**src/rtl/fir_eq_engine.sv**
```systemverilog
// fir_eq_engine: multi-band FIR equaliser, one time-multiplexed MAC per cycle.
// Optional FIR_SAT_EN: saturate (instead of wrap) when narrowing to OUT_W.
module fir_eq_engine #(
    parameter int DATA_W    = 16,
    parameter int COEF_W    = 16,
    parameter int GAIN_W    = 8,
    parameter int NTAPS     = 4,
    parameter int NBANDS    = 2,
    parameter int OUT_W     = 34,
    parameter int OUT_SHIFT = 0
) (
    input  logic                                        clk,
    input  logic                                        reset,
    input  logic                                        signal_en,
    input  logic signed [DATA_W-1:0]                    signal,
    input  logic [NBANDS*GAIN_W-1:0]                    eqVal,
    input  logic                                        coef_we,
    input  logic [$clog2(NBANDS > 1 ? NBANDS : 2)-1:0]  coef_band,
    input  logic [$clog2(NTAPS)-1:0]                    coef_tap,
    input  logic signed [COEF_W-1:0]                    coef_wdata,
    input  logic                                        overrun_clr,
    output logic signed [OUT_W-1:0]                     result_o,
    output logic                                        done,
    output logic                                        busy,
    output logic                                        overrun
);

    localparam int BW = $clog2(NBANDS > 1 ? NBANDS : 2);
    localparam int TW = $clog2(NTAPS);
    localparam int IW = DATA_W + COEF_W + GAIN_W + TW + $clog2(NBANDS) + 1;
    localparam int XW = (IW > OUT_W) ? IW : OUT_W;

    typedef enum logic [1:0] {S_IDLE, S_MAC, S_GAIN, S_DONE} state_t;

    state_t                   state;
    logic signed [DATA_W-1:0] win  [NTAPS];
    logic signed [COEF_W-1:0] coef [NBANDS][NTAPS];
    logic [GAIN_W-1:0]        gain [NBANDS];
    logic [BW-1:0]            band;
    logic [TW-1:0]            tap;
    logic signed [IW-1:0]     acc;
    logic signed [IW-1:0]     total;

    logic signed [DATA_W-1:0] cur_win;
    logic signed [COEF_W-1:0] cur_coef;
    logic [GAIN_W-1:0]        cur_gain;
    logic signed [IW-1:0]     mac_term;
    logic signed [IW-1:0]     gain_term;
    logic signed [XW-1:0]     shifted;
    logic signed [OUT_W-1:0]  narrowed;

    always_comb begin
        cur_win  = '0;
        cur_coef = '0;
        cur_gain = '0;
        for (int t = 0; t < NTAPS; t++)
            if (tap == TW'(t)) cur_win = win[t];
        for (int b = 0; b < NBANDS; b++) begin
            if (band == BW'(b)) begin
                cur_gain = gain[b];
                for (int t = 0; t < NTAPS; t++)
                    if (tap == TW'(t)) cur_coef = coef[b][t];
            end
        end
    end

    assign mac_term  = IW'(cur_win) * IW'(cur_coef);
    // gains are unsigned: zero-extend before the signed multiply
    assign gain_term = acc * IW'($signed({1'b0, cur_gain}));
    assign shifted   = XW'(total) >>> OUT_SHIFT;

`ifdef FIR_SAT_EN
    logic [XW-OUT_W:0] hi;
    assign hi = shifted[XW-1:OUT_W-1];

    always_comb begin
        narrowed = OUT_W'(shifted);
        if (!((&hi) || !(|hi)))
            narrowed = hi[XW-OUT_W] ? {1'b1, {(OUT_W-1){1'b0}}}
                                    : {1'b0, {(OUT_W-1){1'b1}}};
    end
`else
    assign narrowed = OUT_W'(shifted);
`endif

    always_ff @(posedge clk or negedge reset) begin
        if (!reset) begin
            state    <= S_IDLE;
            band     <= '0;
            tap      <= '0;
            acc      <= '0;
            total    <= '0;
            result_o <= '0;
            done     <= 1'b0;
            busy     <= 1'b0;
            overrun  <= 1'b0;
            for (int i = 0; i < NTAPS; i++) win[i] <= '0;
            for (int b = 0; b < NBANDS; b++) begin
                gain[b] <= '0;
                for (int t = 0; t < NTAPS; t++) coef[b][t] <= '0;
            end
        end else begin
            done <= 1'b0;
            if (signal_en && state != S_IDLE)
                overrun <= 1'b1;
            else if (overrun_clr)
                overrun <= 1'b0;

            // frozen while a frame runs so every frame sees one coefficient set
            if (coef_we && state == S_IDLE)
                for (int b = 0; b < NBANDS; b++)
                    for (int t = 0; t < NTAPS; t++)
                        if (coef_band == BW'(b) && coef_tap == TW'(t))
                            coef[b][t] <= coef_wdata;

            unique case (state)
                S_IDLE: begin
                    if (signal_en) begin
                        win[0] <= signal;
                        for (int i = 1; i < NTAPS; i++) win[i] <= win[i-1];
                        for (int b = 0; b < NBANDS; b++)
                            gain[b] <= eqVal[b*GAIN_W +: GAIN_W];
                        band  <= '0;
                        tap   <= '0;
                        state <= S_MAC;
                        busy  <= 1'b1;
                    end
                end
                S_MAC: begin
                    acc <= acc + mac_term;
                    if (tap == TW'(NTAPS-1))
                        state <= S_GAIN;
                    else
                        tap <= tap + 1'b1;
                end
                S_GAIN: begin
                    total <= total + gain_term;
                    acc   <= '0;
                    if (band == BW'(NBANDS-1)) begin
                        state <= S_DONE;
                    end else begin
                        band  <= band + 1'b1;
                        tap   <= '0;
                        state <= S_MAC;
                    end
                end
                S_DONE: begin
                    result_o <= narrowed;
                    done     <= 1'b1;
                    total    <= '0;
                    state    <= S_IDLE;
                    busy     <= 1'b0;
                end
            endcase
        end
    end

endmodule

```
**config.mk**
```make
export PLATFORM = sky130hd
export DESIGN_NAME = fir_eq_engine
export DESIGN_NICKNAME = d
export VERILOG_FILES = /design/src/rtl/fir_eq_engine.sv
export SDC_FILE = /design/constraint.sdc
export NUM_CORES = 2
export LEC_CHECK = 0
export BUFFER_PORTS_ARGS = -buffer_cell sky130_fd_sc_hd__buf_2
export CORE_MARGIN = 2
export CORE_UTILIZATION = 25
export CTS_CLUSTER_SIZE = 8
export DETAILED_ROUTE_END_ITERATION = 12
export SLEW_MARGIN = 30
export SYNTH_ARGS = -nofsm -noshare
export SYNTH_HDL_FRONTEND = slang
export SYNTH_SLANG_ARGS = --single-unit
```
**constraint.sdc**
```tcl
create_clock -name clk -period 10.56 [get_ports clk]
set_input_delay 0.528 -clock clk [delete_from_list [all_inputs] [get_ports clk]]
set_output_delay 0.528 -clock clk [all_outputs]
set_load 0.01 [all_outputs]
```
[Yosys cells after proc, flatten, opt, wreduce, memory -nomap -nowiden]
Index checks and enable logic that the tools add are counted.
Word-level totals
  register bits: 338
  latch bits: 0
  memory bits (writable): 0
  ROM bits: 0
  input port bits: 56
  output and inout port bits: 37
  logic and storage cells: 109
  memories kept: 0
Cells by class
  add/sub/neg operators: 4
  multipliers: 2
  div/mod/pow operators: 0
  order comparisons: 0
  eq/ne operators: 13
  shifts and indexed selects: 0
  mux-type cells: 33
  bitwise operators: 1
  reductions and logical operators: 33
Operators with widths (number)
  16-bit 2-to-1 mux: 14
  44-bit one-hot mux with 2 select lines: 2
  44-bit by 32-bit adder with 44-bit output: 1
  44-bit adder: 1
  44-bit by 9-bit multiplier with 44-bit output: 1
  16-bit by 16-bit multiplier with 32-bit output: 1
  2-bit AND reduction: 12
  2-bit equality test, second input constant: 6
  2-bit 2-to-1 mux: 6
  2-bit nonzero test: 6
  1-bit logical AND: 10
  8-bit 2-to-1 mux: 1
  2-bit != test, second input constant: 4
  2-bit one-hot mux with 4 select lines: 1
  2-bit by 1-bit equality test with 1-bit output, second input constant: 3
  2-bit logical NOT: 3
  1-bit 2-to-1 mux: 6
  2-bit one-hot mux with 3 select lines: 1
  1-bit one-hot mux with 2 select lines: 2
  4-bit AND reduction: 1
  3-bit nonzero test: 1
  2-bit by 1-bit adder with 2-bit output, second input constant: 1
  1-bit adder, second input constant: 1
  1-bit inverter: 1

[Longest topological paths before layout]
  word-level depth: 14
  mapped depth: 36
  depth with buffers taken out: 31

[Worst setup path before layout]
OpenSTA, ideal clock, no wires.
  kind: reg2reg
  start point: register tap[0]
  end point: register acc[33]
  setup time: 0.126 ns
  arrival time: 7.764 ns
  data required time: 10.434 ns
  setup slack: 2.670 ns
  cell stages (with the launch flop): 36
  path buffers: 5
  clock period less this slack: 7.890 ns
  cell sequence: dfrtp_1 -> inv_1 -> ha_1 -> nor2b_1 -> clkbuf_1 -> clkbuf_1 -> buf_1 -> a22oi_1 -> nor2_1 -> a21oi_1 -> nor2_1 -> a21o_1 -> clkbuf_1 -> nand2_1 -> fa_1 -> inv_1 -> fa_1 -> inv_1 -> fa_1 -> inv_1 -> fa_1 -> fa_1 -> inv_1 -> fa_1 -> inv_1 -> ha_1 -> buf_2 -> and4_1 -> and2_1 -> a221o_1 -> a211oi_2 -> and3_1 -> o31a_1 -> o21ai_1 -> mux2i_1 -> a221o_1
On the way
  longest elaborated chain between the ends: 14
  elaborated cells on any way between the ends: 21
  classes of those cells: 1 x add/sub; 1 x mul; 3 x eq/ne; 15 x mux; 1 x reduce/logical
RTL lines
  start: declaration: RTL line 40  | logic [TW-1:0] tap;
  start signal: assignment: RTL line 134  | tap <= tap + 1'b1;
  2-bit logical NOT: RTL line 57, 62
  16-bit 2-to-1 mux (4 in a row): RTL line 62  | if (tap == TW'(t)) cur_coef = coef[b][t];
  16-bit 2-to-1 mux: RTL line 59  | if (band == BW'(b)) begin
  16-bit 2-to-1 mux (4 in a row): RTL line 62
  16-bit 2-to-1 mux: RTL line 59
  16-bit by 16-bit multiplier with 32-bit output (*): RTL line 67  | assign mac_term = IW'(cur_win) * IW'(cur_coef);
  44-bit by 32-bit adder with 44-bit output (*): RTL line 130  | acc <= acc + mac_term;
  44-bit one-hot mux with 2 select lines (*): RTL line 116  | unique case (state)
  end signal: assignment: RTL line 130
  end: declaration: RTL line 41  | logic signed [IW-1:0] acc;
Mark *: on every way between the ends. The rest lies on a longest branch, timed or not.
A chain may end at the register's enable or synchronous reset.

[Final worst setup path]
  start point: register tap[1]
  end point: register acc[33]
The elaborated chain is that of the path after synthesis.

==> results.sh <==
export IMPL_synth_top_area_share_pct=30.6
export IMPL_status="finished clean"
export IMPL_dr_pass1_iters=5
export IMPL_fillers=13600
export IMPL_postCtsSetupBuffers=0
export IMPL_final_common_cell="inv_1"
export IMPL_routedWlPerCell_um=15.7
export IMPL_drive_gt1_share_pct=13.9
export IMPL_grt_pass1_wl_mm=130
export IMPL_min_delay_worst_endpoint="overrun"
export IMPL_rows=132
export IMPL_layout_common_cells="inv_1, fa_1, dfrtp_1, nand2_1, nor2_1"
export IMPL_place_inst=4957
export IMPL_max_cap_viol_count=0
export IMPL_grt_ovfl_total=0
export IMPL_synth_compound_area_share_pct=7.65
export IMPL_synthXorXnorAreaFrac_pct=1.90
export IMPL_routed_wl_mm=78.6
export IMPL_fmax_mhz=113
export IMPL_grt_max_degree=138
export IMPL_area_delta_synth_final_pct=11.5
export IMPL_syn_area_um2=32800
export IMPL_avgSynthCellArea_um2=10.2
export IMPL_die_h_um=366
export IMPL_muxShareOfSynthArea_pct=9.73
export IMPL_dp_hpwl_mm=61.2
export IMPL_vias=22000
export IMPL_skew_ps=69.5
export IMPL_critPathMaxFanout=23
export IMPL_synth_cells=3220
export IMPL_yosysSeqAreaShare_pct=24.3
export IMPL_dieWidth_um=366
export IMPL_hold_ws_ps=90.5
export IMPL_worstPathRequired_ps=11020
export IMPL_ios=93
export IMPL_via_per_inst=4.39
export IMPL_arrival_ps=9350
export IMPL_synth_top_family_by_area="adder cells"
export IMPL_start_util_pct=25.3
export IMPL_synth_edff_count=0
export IMPL_ys_ff_latch=318
export IMPL_rsz0062_at_grt="false"
export IMPL_critical_path_class="register to register"
export IMPL_crit_top_cell="fa_1"
export IMPL_start_kind="register"
export IMPL_antenna_found_initial=6
export IMPL_setup_violations=0
export IMPL_cpMaxStageDelayCell="a21oi_1"
export IMPL_worstHoldStart="overrun_clr"
export IMPL_clock_path_buffers=3
export IMPL_clock_sinks=318
export IMPL_grt_usage_pct=11.9
export IMPL_synth_ff_type="dfrtp_1"
export IMPL_hold_viol=0
export IMPL_rr_endpoint="acc[33]"
export IMPL_cts_resized_gates=0
export IMPL_hold_depth=2
export IMPL_post_route_period_util_pct=84.2
export IMPL_critical_path_max_stage_delay_ps=780
export IMPL_slew_headroom_pct=34.5
export IMPL_fin_crit_ps=8890
export IMPL_cpLargestDelayFamily="adder cells"
export IMPL_drcViolationCount=0
export IMPL_slew_violations=0
export IMPL_die_area_um2=134000
export IMPL_drt_iter0_markers=1085
export IMPL_numCtsBuffers=46
export IMPL_fin_cells=5014
export IMPL_antenna_left=0
export IMPL_worst_pin_slew_ps=982
export IMPL_path_clk_slew_ps=50
export IMPL_synth_simple_gate_area_share_pct=10.6
export IMPL_cts_tree="yes"
export IMPL_tns_ps=0
export IMPL_r2r_slack_ps=1670
export IMPL_yosys_area_top_type="fa_1"
export IMPL_ys_top_cells_by_area="fa_1, dfrtp_1, mux2_2, ha_1, inv_1"
export IMPL_critPathBufInv=6
export IMPL_final_nets=4007
export IMPL_r2r_start="tap[1]"
export IMPL_final_util_pct=28.2
export IMPL_async_flop_share_pct=100
export IMPL_ys_types=74
export IMPL_r2r_cells=30
export IMPL_grt_pass1_vias=23100
export IMPL_synth_fa_ha_area_share_pct=37.7
export IMPL_routabilityCongestion=0.888
export IMPL_hold_class="primary input to register"
export IMPL_ys_warn_count=0
export IMPL_core_um2=130000
export IMPL_synth_nets=3962
export IMPL_cts_root_buf="clkbuf_16"
export IMPL_portBuffers=92
export IMPL_clk_latency_ps=630
export IMPL_htree_levels=2
export IMPL_end_kind="register"
worst max path at each step:
stage                     startpoint       to  slack, ps  cells after the start
after floorplan               tap[0]  acc[33]       2670                     35
after global placement        tap[1]  acc[33]       1930                     30
after detailed placement      tap[1]  acc[33]       1780                     30
after CTS                     tap[1]  acc[33]       1730                     30
after global routing          tap[1]  acc[33]       1250                     30
final                         tap[1]  acc[33]       1670                     30
per-layer routing:
layer,GRT usage (%),vias up,part of all wire [%]
met5,0,-,0.078
met4,2.63,10,1.9
met3,1.82,118,4.6
met1,16.6,11200,48
li1,-,10200,-
met2,19.2,464,46
Yosys cell counts (all sizes together), types with 22 or more instances:
library cell / n
mux2: 246
buf: 22
nand2b: 27
ha: 184
mux2i: 25
a21oi: 109
fa: 502
inv: 583
clkbuf: 104
o21ai: 75
nor2: 264
nand2: 277
nor2b: 121
a22oi: 42
xnor2: 54
dfrtp: 318
and2: 22
a21o: 45
sequential cells by signal, indices dropped and copies added, names as in the netlist:
| register | cells |
|---|---|
| shifted | 34 |
| win | 64 |
| overrun | 1 |
| result_o | 34 |
| acc | 34 |
| busy | 1 |
| state | 2 |
| done | 1 |
| band | 1 |
| coef | 128 |
| gain | 16 |
| tap | 2 |
cell type report:
type                            count  area, um2  area share, %
Multi-Input combinational cell   2191      22200           60.7
Sequential cell                   318       7960           21.8
Inverter                          585       2200           6.01
Tap cell                         1742       2180           5.96
Clock buffer                       49       1170           3.21
Timing Repair Buffer              123        742           2.03
Clock inverter                      5        100          0.274
Antenna cell                        1       2.50        0.00685
per-stage QoR:
step           cell area [um2]  worst slack (ps)
3_5_place_dp             35300              1780
6_report                 36600              1670
5_1_grt                  36600              1250
2_1_floorplan            32800              2670
3_3_place_gp             35200              1930
4_1_cts                  36500              1730
cells by family after synthesis:
logic type               after synthesis
AND/OR/NAND/NOR                      776
buffers and inverters                711
multiplexers                         278
AO/OA/AOI/OAI                        380
flip-flops                           318
adder cells (fa/ha/maj)              686
XOR/XNOR                              71
timing repair:
item | CTS | global route
hold endpoints to repair | 12 | 0
hold buffers | 1 | 0
endpoints found under the setup margin | 0 | 0
worst reg2reg max path: cells and delay by family, from the launching register on:
kind            cells  cell delay (ps)
simple gates        7             1230
flops               1              400
mux                 1              150
compound gates      8             2390
fa+ha+maj           8             3930
buf+inv             6              620
Power is not shown: default switching activity piles up to over one toggle a cycle in this logic, so the estimate is an artifact.
